$ cat config.mk
export PLATFORM = sky130hd
export DESIGN_NAME = ps2_message_buffer
export DESIGN_NICKNAME = d
export VERILOG_FILES = /design/src/rtl/ps2_msg_pkg.sv /design/src/rtl/ps2_scan_to_ascii.sv /design/src/rtl/ps2_message_buffer.sv
export SDC_FILE = /design/constraint.sdc
export NUM_CORES = 1
export LEC_CHECK = 0
export CORE_MARGIN = 3
export CORE_UTILIZATION = 25
export CTS_CLUSTER_SIZE = 20
export DETAILED_ROUTE_END_ITERATION = 10
export PLACE_DENSITY_LB_ADDON = 0.25
export SYNTH_ARGS = -nofsm -noshare
export SYNTH_HDL_FRONTEND = slang
export SYNTH_SLANG_ARGS = --single-unit
export TNS_END_PERCENT = 20
$ cat constraint.sdc
create_clock -name clock -period 8.1 [get_ports clock]
set_input_delay 0.81 -clock clock [delete_from_list [all_inputs] [get_ports clock]]
set_output_delay 0.81 -clock clock [all_outputs]
set_load 0.02 [all_outputs]
$ cat src/rtl/ps2_msg_pkg.sv
// Shared scan-code constants and FSM state type for the PS/2 message buffer.
package ps2_msg_pkg;

  localparam logic [7:0] SC_BREAK  = 8'hF0;
  localparam logic [7:0] SC_EXT    = 8'hE0;
  localparam logic [7:0] SC_ENTER  = 8'h5A;
  localparam logic [7:0] SC_BKSP   = 8'h66;
  localparam logic [7:0] SC_SPACE  = 8'h29;
  localparam logic [7:0] SC_LSHIFT = 8'h12;
  localparam logic [7:0] SC_RSHIFT = 8'h59;

  localparam logic [7:0] ASCII_DEL = 8'h7F;

  typedef enum logic [1:0] {
    ST_IDLE,
    ST_BREAK,
    ST_EXT,
    ST_EXT_BREAK
  } ps2_state_t;

endpackage

$ cat src/rtl/ps2_scan_to_ascii.sv
// Combinational set-2 make-code lookup: lowercase letters and space; everything else is not a char.
module ps2_scan_to_ascii
  import ps2_msg_pkg::*;
(
  input  logic [7:0] scan_code,
  output logic       is_char,
  output logic [7:0] ascii
);

  always_comb begin
    is_char = 1'b1;
    ascii   = 8'h00;
    case (scan_code)
      8'h1C:    ascii = 8'h61;
      8'h32:    ascii = 8'h62;
      8'h21:    ascii = 8'h63;
      8'h23:    ascii = 8'h64;
      8'h24:    ascii = 8'h65;
      8'h2B:    ascii = 8'h66;
      8'h34:    ascii = 8'h67;
      8'h33:    ascii = 8'h68;
      8'h43:    ascii = 8'h69;
      8'h3B:    ascii = 8'h6A;
      8'h42:    ascii = 8'h6B;
      8'h4B:    ascii = 8'h6C;
      8'h3A:    ascii = 8'h6D;
      8'h31:    ascii = 8'h6E;
      8'h44:    ascii = 8'h6F;
      8'h4D:    ascii = 8'h70;
      8'h15:    ascii = 8'h71;
      8'h2D:    ascii = 8'h72;
      8'h1B:    ascii = 8'h73;
      8'h2C:    ascii = 8'h74;
      8'h3C:    ascii = 8'h75;
      8'h2A:    ascii = 8'h76;
      8'h1D:    ascii = 8'h77;
      8'h22:    ascii = 8'h78;
      8'h35:    ascii = 8'h79;
      8'h1A:    ascii = 8'h7A;
      SC_SPACE: ascii = 8'h20;
      default:  is_char = 1'b0;
    endcase
  end

endmodule

$ cat src/rtl/ps2_message_buffer.sv
// Assembles PS/2 scan codes into a committed ASCII message with valid/ready hand-off and LCD echo.
// Optional feature macro: PS2_SHIFT_EN (shift keys produce uppercase letters).
module ps2_message_buffer
  import ps2_msg_pkg::*;
#(
  parameter int                DEPTH    = 16,
  parameter int                CHAR_W   = 8,
  parameter logic [CHAR_W-1:0] PAD_CHAR = 8'h20
) (
  input  logic                       clock,
  input  logic                       reset,
  input  logic                       scan_valid,
  input  logic [7:0]                 scan_code,
  input  logic                       msg_ready,
  output logic                       msg_valid,
  output logic [DEPTH*CHAR_W-1:0]    msg_data,
  output logic [$clog2(DEPTH+1)-1:0] msg_len,
  output logic                       char_valid,
  output logic [CHAR_W-1:0]          char_data,
  output logic                       overflow,
  output logic                       commit_drop
);

  localparam int CNT_W = $clog2(DEPTH + 1);
  localparam logic [CNT_W-1:0] DEPTH_C = CNT_W'(DEPTH);

  ps2_state_t state_q, state_d;

  logic [CHAR_W-1:0]       work_buf [DEPTH];
  logic [DEPTH*CHAR_W-1:0] buf_flat;
  logic [CNT_W-1:0]        count;
  logic [CNT_W-1:0]        count_dec;

  logic                    dec_is_char;
  logic [7:0]              dec_ascii;
  logic [CHAR_W-1:0]       char_ascii;

  logic do_char, do_bksp, do_enter;
  logic shift_held;

  ps2_scan_to_ascii u_lookup (
    .scan_code (scan_code),
    .is_char   (dec_is_char),
    .ascii     (dec_ascii)
  );

`ifdef PS2_SHIFT_EN
  logic shift_set, shift_clr;
  logic is_lower;

  always_ff @(posedge clock or posedge reset) begin
    if (reset) begin
      shift_held <= 1'b0;
    end else if (shift_set) begin
      shift_held <= 1'b1;
    end else if (shift_clr) begin
      shift_held <= 1'b0;
    end
  end

  assign is_lower   = (dec_ascii >= 8'h61) && (dec_ascii <= 8'h7A);
  assign char_ascii = CHAR_W'((shift_held && is_lower) ? (dec_ascii - 8'h20) : dec_ascii);
`else
  assign shift_held = 1'b0;
  assign char_ascii = CHAR_W'(dec_ascii);
`endif

  always_ff @(posedge clock or posedge reset) begin
    if (reset) begin
      state_q <= ST_IDLE;
    end else begin
      state_q <= state_d;
    end
  end

  // Prefix decoding: only bare make codes and extended Enter produce actions.
  always_comb begin
    state_d  = state_q;
    do_char  = 1'b0;
    do_bksp  = 1'b0;
    do_enter = 1'b0;
`ifdef PS2_SHIFT_EN
    shift_set = 1'b0;
    shift_clr = 1'b0;
`endif
    if (scan_valid) begin
      case (state_q)
        ST_IDLE: begin
          if (scan_code == SC_BREAK) begin
            state_d = ST_BREAK;
          end else if (scan_code == SC_EXT) begin
            state_d = ST_EXT;
          end else if (dec_is_char) begin
            do_char = 1'b1;
          end else if (scan_code == SC_BKSP) begin
            do_bksp = 1'b1;
          end else if (scan_code == SC_ENTER) begin
            do_enter = 1'b1;
          end
`ifdef PS2_SHIFT_EN
          if (scan_code == SC_LSHIFT || scan_code == SC_RSHIFT) begin
            shift_set = 1'b1;
          end
`endif
        end
        ST_BREAK: begin
          state_d = ST_IDLE;
`ifdef PS2_SHIFT_EN
          if (scan_code == SC_LSHIFT || scan_code == SC_RSHIFT) begin
            shift_clr = 1'b1;
          end
`endif
        end
        ST_EXT: begin
          if (scan_code == SC_BREAK) begin
            state_d = ST_EXT_BREAK;
          end else begin
            state_d  = ST_IDLE;
            do_enter = (scan_code == SC_ENTER);
          end
        end
        ST_EXT_BREAK: state_d = ST_IDLE;
        default:      state_d = ST_IDLE;
      endcase
    end
  end

  always_comb begin
    buf_flat = '0;
    for (int i = 0; i < DEPTH; i++) begin
      buf_flat[(DEPTH-1-i)*CHAR_W +: CHAR_W] = work_buf[i];
    end
  end

  assign count_dec = count - CNT_W'(1);

  // A commit may reuse the same cycle in which the consumer takes the previous message.
  always_ff @(posedge clock or posedge reset) begin
    if (reset) begin
      for (int i = 0; i < DEPTH; i++) begin
        work_buf[i] <= PAD_CHAR;
      end
      count       <= '0;
      msg_valid   <= 1'b0;
      msg_len     <= '0;
      msg_data    <= {DEPTH{PAD_CHAR}};
      char_valid  <= 1'b0;
      char_data   <= '0;
      overflow    <= 1'b0;
      commit_drop <= 1'b0;
    end else begin
      char_valid  <= 1'b0;
      commit_drop <= 1'b0;

      if (msg_valid && msg_ready) begin
        msg_valid <= 1'b0;
      end

      if (do_char) begin
        if (count < DEPTH_C) begin
          for (int i = 0; i < DEPTH; i++) begin
            if (CNT_W'(i) == count) begin
              work_buf[i] <= char_ascii;
            end
          end
          count      <= count + CNT_W'(1);
          char_valid <= 1'b1;
          char_data  <= char_ascii;
        end else begin
          overflow <= 1'b1;
        end
      end

      if (do_bksp && (count != '0)) begin
        for (int i = 0; i < DEPTH; i++) begin
          if (CNT_W'(i) == count_dec) begin
            work_buf[i] <= PAD_CHAR;
          end
        end
        count      <= count_dec;
        char_valid <= 1'b1;
        char_data  <= CHAR_W'(ASCII_DEL);
      end

      if (do_enter && (count != '0)) begin
        if (!msg_valid || msg_ready) begin
          msg_data  <= buf_flat;
          msg_len   <= count;
          msg_valid <= 1'b1;
          for (int i = 0; i < DEPTH; i++) begin
            work_buf[i] <= PAD_CHAR;
          end
          count    <= '0;
          overflow <= 1'b0;
        end else begin
          commit_drop <= 1'b1;
        end
      end
    end
  end

endmodule

==> flow_metrics.tcl, run 1 <==
set metrics [dict create \
    clock_latency_ps 560 \
    synth_flop_cell "dfrtp_1" \
    highest_layer "met4" \
    finalCriticalPeriod_ps 4141 \
    gp_congestion 0.7524 \
    drc 0 \
    timing.hold.ws_ps 448.3 \
    status "completed" \
    crit_arrival_ps 4560 \
    track_usage_pct 13.52 \
    power_leakage_nw 7.054 \
    coreArea_um2 47850 \
    worstPathRequired_ps 8520 \
    io_pins 157 \
    num_vias 8911 \
    grt_pass1_wl_um 54530 \
    post-cts-setup-buffers 0 \
    met2WireLength_um 16010 \
    drt-total-wl_um 34630 \
    final.setup.tns_ps 0 \
    fmax_mhz 241.5 \
    die_w_um 226.2 \
    place_ws_ps 3362 \
    grt_pass1_vias 8890 \
    hold_viol 0 \
    grt_max_degree 166 \
    cts_root_buf "clkbuf_16" \
    peakVddDrop_mv 0.1610 \
    powerDensity_nw_per_um2 216.6 \
    fin_crit_sh_pct 51.12 \
    met1Wirelength_um 16230 \
    power.clock.fraction_pct 43.6 \
    antenna_cells 0 \
    setup_viol 0 \
    vias_per_cell 4.485 \
    criticalPathCategory "primary input to flip-flop" \
    drive_gt1_share_pct 9.111 \
    end_kind "flip-flop" \
    drtIter0Drc 612 \
    grt-ovfl-total 0 \
    yosys.area.top_type "dfrtp_1" \
    cap_violations 0 \
    synth-edff-count 0 \
    clock_path_buffers 3 \
    cts_buffers 31 \
    post_cts_resized 0 \
    p_sw_mw 0.8747 \
    syn-num-nets 1238 \
    slew_headroom_pct 27.74 \
    drtAntennaViolNets 0 \
    syn-cell-area_um2 12130 \
    num_rows 80 \
    fillers 4997 \
    max_slew.worst_pin.slew_ps 1069 \
    slew_violations 0 \
    rsz0062_at_grt "no" \
    synthTopCellsByArea "dfrtp_1, nand2_1, mux2i_1" \
    wl_per_cell_um 17.43 \
    dp_hpwl_um 22560 \
    clk_transition_reported_paths_ps 60 \
    p_int_mw 2.445 \
    antenna_found_initial 0 \
    hold_buffers 0 \
    area_growth_pct 26.42 \
    comb_power_share_pct 10.7 \
    finalNetCount 1365 \
    syn_area_per_cell_um2 9.939 \
    die_area_um2 51180 \
    cts_tree "yes" \
    synth-async-reset-ratio_pct 100.0 \
    clock_sinks 279 \
    worstSetupStartpointType "primary input" \
    ys_types 54 \
    skew_ps 11.86 \
    first_pass_iters 5 \
    seqPwrFrac_pct 45.7 \
    htree_levels 1 \
    ys_ff_latch 279 \
    io_buffers 155 \
    netlist.area_leader.share_pct 50.98 \
    switching_share_pct 26.35 \
    path_max_fanout 28 \
    route.met3.wl_um 1783 \
    holdCritPathClass "flip-flop to flip-flop" \
    initial_core_util_pct 25.34 \
    ys_seq_area_share_pct 57.91 \
    fin_ws_ps 3959 \
    ys.warnings.count 0 \
    chipHeight_um 226.2 \
    synthCells 1220 \
]
## path summary, 6_finish.rpt
kind | start | to | slack, ps | cells past startpoint
hold reg to reg | msg_data[45] | msg_data[45] | 450 | 2
min in group asynchronous | reset | msg_data[43] | 790 | 3
setup reg to reg | count[0] | msg_len[0] | 4180 | 10
hold / removal | msg_data[45] | msg_data[45] | 450 | 2
setup / recovery | scan_code[0] | buf_flat[97] | 3960 | 9
max in group asynchronous | reset | buf_flat[23] | 5900 | 4
## layout by cell type, fill, tap and decap left out, drive strengths merged, types with 8 or more instances in the layout
master,synthesis,final
dfrtp,247,247
inv,9,9
or4,8,8
o21ai,26,26
nand3,12,12
a21oi,21,21
nor3,9,9
or3,20,20
buf,22,13
dfstp,32,32
nand2b,16,16
mux2i,98,98
a2111oi,13,13
nor3b,22,22
nand2,422,422
clkdlybuf4s50,0,155
nor2,117,117
clkbuf,52,49
nor4,14,14
## power groups by stage
stage                     clock, mW  sequential, mW  combinational [mW]
after floorplan                   0            1.53               0.237
after global placement            0            1.54               0.354
after detailed placement          0            1.54               0.360
after CTS                      1.50            1.52               0.362
after global routing           1.56            1.53               0.393
final                          1.45            1.52               0.356
## layout make-up
| cell class | count | area, um2 | share of cell area [%] |
|---|---|---|---|
| Tap cell | 615 | 769.5 | 5.020 |
| Clock buffer | 49 | 923.4 | 6.024 |
| Inverter | 9 | 37.54 | 0.2449 |
| Timing Repair Buffer | 168 | 1662 | 10.84 |
| Multi-Input combinational cell | 858 | 4783 | 31.21 |
| Clock inverter | 9 | 131.4 | 0.8571 |
| Sequential cell | 279 | 7022 | 45.81 |
## sequential cells by signal (all words and copies together) (netlist names)
register	count
buf_flat	128
msg_data	128
char_data	7
count	5
msg_len	5
state_q	2
char_valid	1
commit_drop	1
msg_valid	1
overflow	1
## synthesized netlist by cell type (3+ instances only)
cell / instances
nand2_1: 422
dfrtp_1: 247
nor2_1: 117
mux2i_1: 98
clkbuf_1: 52
dfstp_2: 32
nor3b_1: 22
or3_1: 20
a21oi_1: 17
nand2b_1: 16
nor4_1: 14
o21ai_0: 14
a2111oi_4: 12
nand3_1: 12
o21ai_1: 12
buf_2: 10
inv_1: 9
nor3_1: 9
buf_1: 7
or4_1: 7
ha_1: 6
nor4b_1: 6
nor2b_1: 5
a21oi_2: 4
o211ai_1: 4
a211oi_1: 3
and4b_1: 3
nand3b_1: 3
nand4_1: 3
o22ai_1: 3
## layer usage
layer	vias to the layer above	track usage (%)
met5	-	0
met4	0	2.994
met3	35	2.587
met2	199	21.50
met1	4384	19.17
li1	4293	-
## worst max-delay path, stage by stage
cell             delay (ps)
clkdlybuf4s50_1         820
and4b_1                 450
o21ai_0                 160
nand3_1                 130
a2111oi_2               350
buf_4                   460
nand3_1                 860
mux2i_1                 430
nor2_1                   80
## per-stage QoR
step	std cells	power [mW]	utilization, %	area, um2
after detailed placement	1929	1.900	29.83	14270
after CTS	1987	3.374	32.04	15330
after global routing	1987	3.480	32.04	15330
final	1987	3.320	32.04	15330
after global placement	1929	1.894	29.83	14270
after floorplan	1220	1.769	-	12130
## cell families after synthesis
group                      synth area share, %
muxes                                    8.183
AOI/OAI and AO/OA                        6.016
other                                  0.03093
DFF                                      57.91
buffers and inverters                    2.992
adders and majority gates               0.6191
and+or+nand+nor                          24.10
xor gates and xnor gates                0.1445
Note: power is estimated with default switching activity, not from simulation.
==> run 2: changes to the inputs <==
==> constraint.sdc (replaced) <==
create_clock -name clock -period 3.61 [get_ports clock]
set_input_delay 0.361 -clock clock [delete_from_list [all_inputs] [get_ports clock]]
set_output_delay 0.361 -clock clock [all_outputs]
set_load 0.02 [all_outputs]
==> run 2 against run 1 <==
  * Final cell count increased by 2.8%
  * Clock-buffer cell count increased by 1
  * Final area increased by 2.8%
  * Setup slack got worse by 3400 ps
  * Non-clock buffer count increased by 57
  * Critical path type unchanged
  * Highest routed layer unchanged
==> flow_metrics.tcl, run 2 (synthesized netlist as in run 1, its figures left out) <==
set metrics [dict create \
    status "completed" \
    drtAntennaViolNets 0 \
    chipHeight_um 226.2 \
    worstSetupStartpointType "primary input" \
    first_pass_iters 5 \
    initial_core_util_pct 25.34 \
    end_kind "flip-flop" \
    clk_transition_reported_paths_ps 60 \
    power_leakage_nw 7.324 \
    track_usage_pct 13.53 \
    gp_congestion 0.8481 \
    powerDensity_nw_per_um2 462.1 \
    num_vias 9022 \
    cts_tree "yes" \
    htree_levels 1 \
    grt_pass1_wl_um 54520 \
    worstPathRequired_ps 4050 \
    area_growth_pct 30.00 \
    wl_per_cell_um 17.12 \
    hold_buffers 0 \
    max_slew.worst_pin.slew_ps 932.7 \
    drive_gt1_share_pct 12.39 \
    rsz0062_at_grt "no" \
    clock_path_buffers 3 \
    dpl_cell_area_um2 14800 \
    finalPower_mw 7.284 \
    vias_per_cell 4.416 \
    io_buffers 155 \
    peakVddDrop_mv 0.2608 \
    post-route-cell-area_um2 15760 \
    drt-total-wl_um 34970 \
    grt_pass1_vias 9056 \
    io_pins 157 \
    dp.cells 1986 \
    clock_sinks 279 \
    cts_root_buf "clkbuf_16" \
    post-cts-setup-buffers 0 \
    post_cts_resized 0 \
    grt-ovfl-total 0 \
    drc 0 \
    layout_commonest_cell "nand2_1" \
    crit_arrival_ps 3540 \
    fin_crit_sh_pct 85.87 \
    utilization_pct 32.94 \
    slew_headroom_pct 37.69 \
    cap_violations 0 \
    skew_ps 11.00 \
    criticalPathCategory "primary input to flip-flop" \
    final.setup.tns_ps 0 \
    holdCritPathClass "primary input to asynchronous set/reset pin" \
    die_area_um2 51180 \
    slew_violations 0 \
    num_rows 80 \
    antenna_cells 0 \
    post_layout_nonfiller_instances 2043 \
    finalNetCount 1422 \
    fmax_mhz 322.6 \
    setup_viol 0 \
    drtIter0Drc 543 \
    die_w_um 226.2 \
    antenna_found_initial 0 \
    cts_buffers 31 \
    grt_max_degree 84 \
    coreArea_um2 47850 \
    path_max_fanout 10 \
    hold_viol 0 \
    dp_hpwl_um 24130 \
    clock_latency_ps 560 \
    final_cell_mix "nand2_1, dfrtp_1, clkdlybuf4s50_1" \
    finalCriticalPeriod_ps 3100 \
]
## run 2: cell types whose count changed in the layout (fill, tap and decap cells not counted)
cell	delta
buf_12	+8
buf_4	+49
bufinv_16	-2
clkbuf_1	+4
clkbuf_8	-3
clkinv_2	+2
clkinv_4	-1
inv_6	-1
## run 2: layer usage
| metal | GRT usage, % | vias to the layer above | routed length (um) |
|---|---|---|---|
| li1 | - | 4401 | - |
| met1 | 19.60 | 4410 | 17030 |
| met2 | 21.14 | 166 | 15650 |
| met3 | 2.496 | 45 | 1690 |
| met4 | 2.893 | 0 | 605 |
| met5 | 0 | - | 0 |
## run 2: cell type report
cell class	count	area [um2]
Clock buffer	50	897.1
Timing Repair Buffer	225	2190
Multi-Input combinational cell	858	4783
Fill cell	4919	32080
Clock inverter	7	63.81
Inverter	9	37.54
Sequential cell	279	7022
Tap cell	615	769.5
## run 2: worst paths after layout
kind / start / end / slack (ps) / cells past startpoint
max: scan_code[5] / buf_flat[43] / 510 / 10
min: reset / buf_flat[44] / 360 / 2
max reg2reg: count[0] / buf_flat[96] / 600 / 9
min reg2reg: msg_data[45] / msg_data[45] / 450 / 2
max in group asynchronous: reset / buf_flat[61] / 2410 / 3
min in group clock: msg_data[45] / msg_data[45] / 450 / 2
## run 2: report_power, final
part	total [mW]	internal, mW	switching [mW]
Sequential	3.38	3.27	0.105
Combinational	0.900	0.308	0.593
Clock	3.00	1.76	1.25
Total	7.28	5.34	1.95
## run 2: per-stage QoR
| step | hold WS, ps | setup slack [ps] |
|---|---|---|
| 4_1_cts | 390.1 | 592.9 |
| 3_3_place_gp | 442.0 | -3.745 |
| 6_report | 359.2 | 510.1 |
| 2_1_floorplan | 436.1 | -418.2 |
| 5_1_grt | 410.5 | 264.3 |
| 3_5_place_dp | 446.7 | 24.65 |
## run 2: worst max-delay path, stage by stage
cell and delay (ps):
clkdlybuf4s50_1 510, buf_4 180, nor4bb_1 600, o21ai_0 190, a21oi_1 240, nor4_2 130
buf_4 220, a2111oi_4 780, mux2i_1 270, nor2_1 50
==> run 3: changes to the inputs <==
--- a/config.mk
+++ b/config.mk
@@ -5,8 +5,9 @@
 export SDC_FILE = /design/constraint.sdc
 export NUM_CORES = 1
 export LEC_CHECK = 0
+export ABC_AREA = 1
 export CORE_MARGIN = 3
-export CORE_UTILIZATION = 25
+export CORE_UTILIZATION = 60
 export CTS_CLUSTER_SIZE = 20
 export DETAILED_ROUTE_END_ITERATION = 10
 export PLACE_DENSITY_LB_ADDON = 0.25
==> constraint.sdc (replaced) <==
create_clock -name clock -period 4 [get_ports clock]
set_input_delay 0.4 -clock clock [delete_from_list [all_inputs] [get_ports clock]]
set_output_delay 0.4 -clock clock [all_outputs]
set_load 0.02 [all_outputs]
==> run 3 against run 2 <==
  * Routed wire length shrank 5.6%
  * Area after synthesis up 5.3%
  * First-iteration DRC count up 82%
  * Clock skew grew 4.7 ps
  * Sequential power is 9.5% higher
  * Largest cell class unchanged
  * Clock-buffer cell count down 9
  * Flip-flop and latch count did not move
  * Largest power group unchanged
  * Non-clock buffer count is 54 lower
  * Hold slack gained 1.2 ps
==> flow_metrics.tcl, run 3 <==
set metrics [dict create \
    status "completed" \
    layout.area.seq_um2 7022 \
    antenna_found_initial 0 \
    power_leakage_nw 7.581 \
    path_max_fanout 178 \
    final_cell_mix "nand2_1, dfrtp_1, o21ai_0" \
    drc 0 \
    post-cts-setup-buffers 0 \
    syn_area_per_cell_um2 8.223 \
    grt_max_degree 179 \
    initial_core_util_pct 62.12 \
    drive_gt1_share_pct 8.245 \
    slowest_delay_ps 500 \
    finalNetCount 1695 \
    post_cts_resized 0 \
    utilization_pct 74.83 \
    cpMaxStageDelayCell "buf_12" \
    coreArea_um2 20560 \
    post_layout_nonfiller_instances 1968 \
    final.setup.tns_ps 0 \
    clock_sinks 279 \
    io_pins 157 \
    chipHeight_um 151.9 \
    layout_commonest_cell "nand2_1" \
    cap_violations 0 \
    slew_violations 0 \
    cts_root_buf "clkbuf_16" \
    ys.warnings.count 0 \
    rsz0062_at_grt "no" \
    ys_types 36 \
    clock_latency_ps 540 \
    synth-edff-count 0 \
    reg2reg_from "count[0]" \
    powerDensity_nw_per_um2 559.4 \
    drtIter0Drc 986 \
    ys_seq_area_share_pct 54.98 \
    yosys.area.top_type "dfrtp_1" \
    clk_transition_reported_paths_ps 60 \
    area_growth_pct 20.47 \
    io_buffers 155 \
    first_pass_iters 7 \
    synthCells 1553 \
    criticalPathCategory "flip-flop to flip-flop" \
    setup_viol 0 \
    multi_input_area_um2 4810 \
    r2r_setup_slack_ps 820 \
    cts_buffers 27 \
    yosysMostFrequentCell "nand2_1" \
    crit_family "simple AND/OR/NAND/NOR gates" \
    worstSetupStartpointType "flip-flop" \
    synthTopCellsByArea "dfrtp_1, nand2_1, o21ai_0" \
    grt_pass1_vias 10553 \
    die_w_um 151.9 \
    fin_crit_sh_pct 79.41 \
    grt-ovfl-total 0 \
    drtAntennaViolNets 0 \
    path_buf_inv 3 \
    dp_hpwl_um 21750 \
    num_vias 10984 \
    gp_congestion 0.9842 \
    cts_tree "yes" \
    holdCritPathClass "primary input to asynchronous set/reset pin" \
    vias_per_cell 5.581 \
    syn-num-nets 1571 \
    max_slew.worst_pin.slew_ps 908.7 \
    peakVddDrop_mv 0.3699 \
    end_kind "flip-flop" \
    die_area_um2 23070 \
    fillers 1533 \
    num_rows 52 \
    netlist.area_leader.share_pct 48.40 \
    crit_path_cell_trace "inv_1, ha_1, inv_1, nor2_1, nand2_1, nand2_1, nor4_1, nand2_4, buf_12, o21ai_2, a211oi_1" \
    ys_ff_latch 279 \
    synth_flop_cell "dfrtp_1" \
    finalCriticalPeriod_ps 3177 \
    critPathLaunch "count[0]" \
    skew_ps 15.72 \
    grt_pass1_wl_um 54550 \
    slew_headroom_pct 39.28 \
    wl_per_cell_um 16.77 \
    clock_path_buffers 3 \
    track_usage_pct 28.18 \
    synth-async-reset-ratio_pct 100.0 \
    worstPathRequired_ps 4420 \
    drt-total-wl_um 33010 \
    synth_top_cells_by_count "nand2_1, dfrtp_1, o21ai_0" \
    fmax_mhz 314.8 \
    antenna_cells 0 \
    hold_buffers 0 \
    syn-cell-area_um2 12770 \
    dp.cells 1918 \
    crit_arrival_ps 3590 \
    htree_levels 1 \
    hold_viol 0 \
]
[run 3: cell count changes in the layout (fill, tap and decap cells not counted), moves of 25 or more]
cell and delta:
o21ai_0 +218, inv_1 +139, mux2i_1 -98, buf_4 -50, nor2_1 +46, nand2_1 +38, nand3_1 +26, a211oi_1 +25
[run 3: worst reg2reg max path: stages, from the launching register on]
cell	delay, ps
dfrtp_1	470
inv_1	160
ha_1	260
inv_1	80
nor2_1	370
nand2_1	240
nand2_1	130
nor4_1	80
nand2_4	200
buf_12	500
o21ai_2	280
a211oi_1	300
[run 3: where the power goes]
part / switching, mW / internal (mW)
registers: 0.312 / 3.39
logic: 1.53 / 0.849
clock network: 1.07 / 1.46
[run 3: layout make-up]
type | count | share of cell area [%]
sequential | 279 | 45.64
multi-input combinational | 1040 | 31.26
timing repair buffer | 171 | 11.27
clock buffer | 41 | 5.254
inverter | 158 | 3.879
tap | 270 | 2.196
clock inverter | 9 | 0.4961
[run 3: routing by layer]
layer  GRT usage [%]  part of all wire (%)
met4           8.219                   2.5
met2           45.55                    47
met1           40.05                    42
met3           4.437                   8.4
met5               0                     0
[run 3: through the flow]
step                      area [um2]  setup WS (ps)  total power [mW]  hold slack [ps]
after floorplan                12770         -67.20             5.336            442.2
after global placement         14500          974.7             5.920            460.2
after detailed placement       14500          856.3             6.049            461.7
after CTS                      15380          865.3             8.599            379.7
after global routing           15380          638.9             9.114            425.9
final                          15380          823.5             8.606            360.4
[run 3: logic make-up after synthesis]
| kind of cell | share of synthesized area (%) |
|---|---|
| compound gates | 14.82 |
| xor+xnor | 0.2744 |
| flops | 54.98 |
| fa+ha+maj | 0.5878 |
| buf+inv | 7.416 |
| simple gates | 21.89 |
| other cells | 0.02936 |
[run 3: final timing paths]
| path | endpoint | cells past startpoint |
|---|---|---|
| max in group asynchronous | buf_flat[69] | 3 |
| min in group clock | msg_data[127] | 2 |
| setup reg to reg | buf_flat[12] | 11 |
| setup / recovery | buf_flat[12] | 11 |
| hold / removal | buf_flat[18] | 2 |
| hold reg to reg | msg_data[127] | 2 |
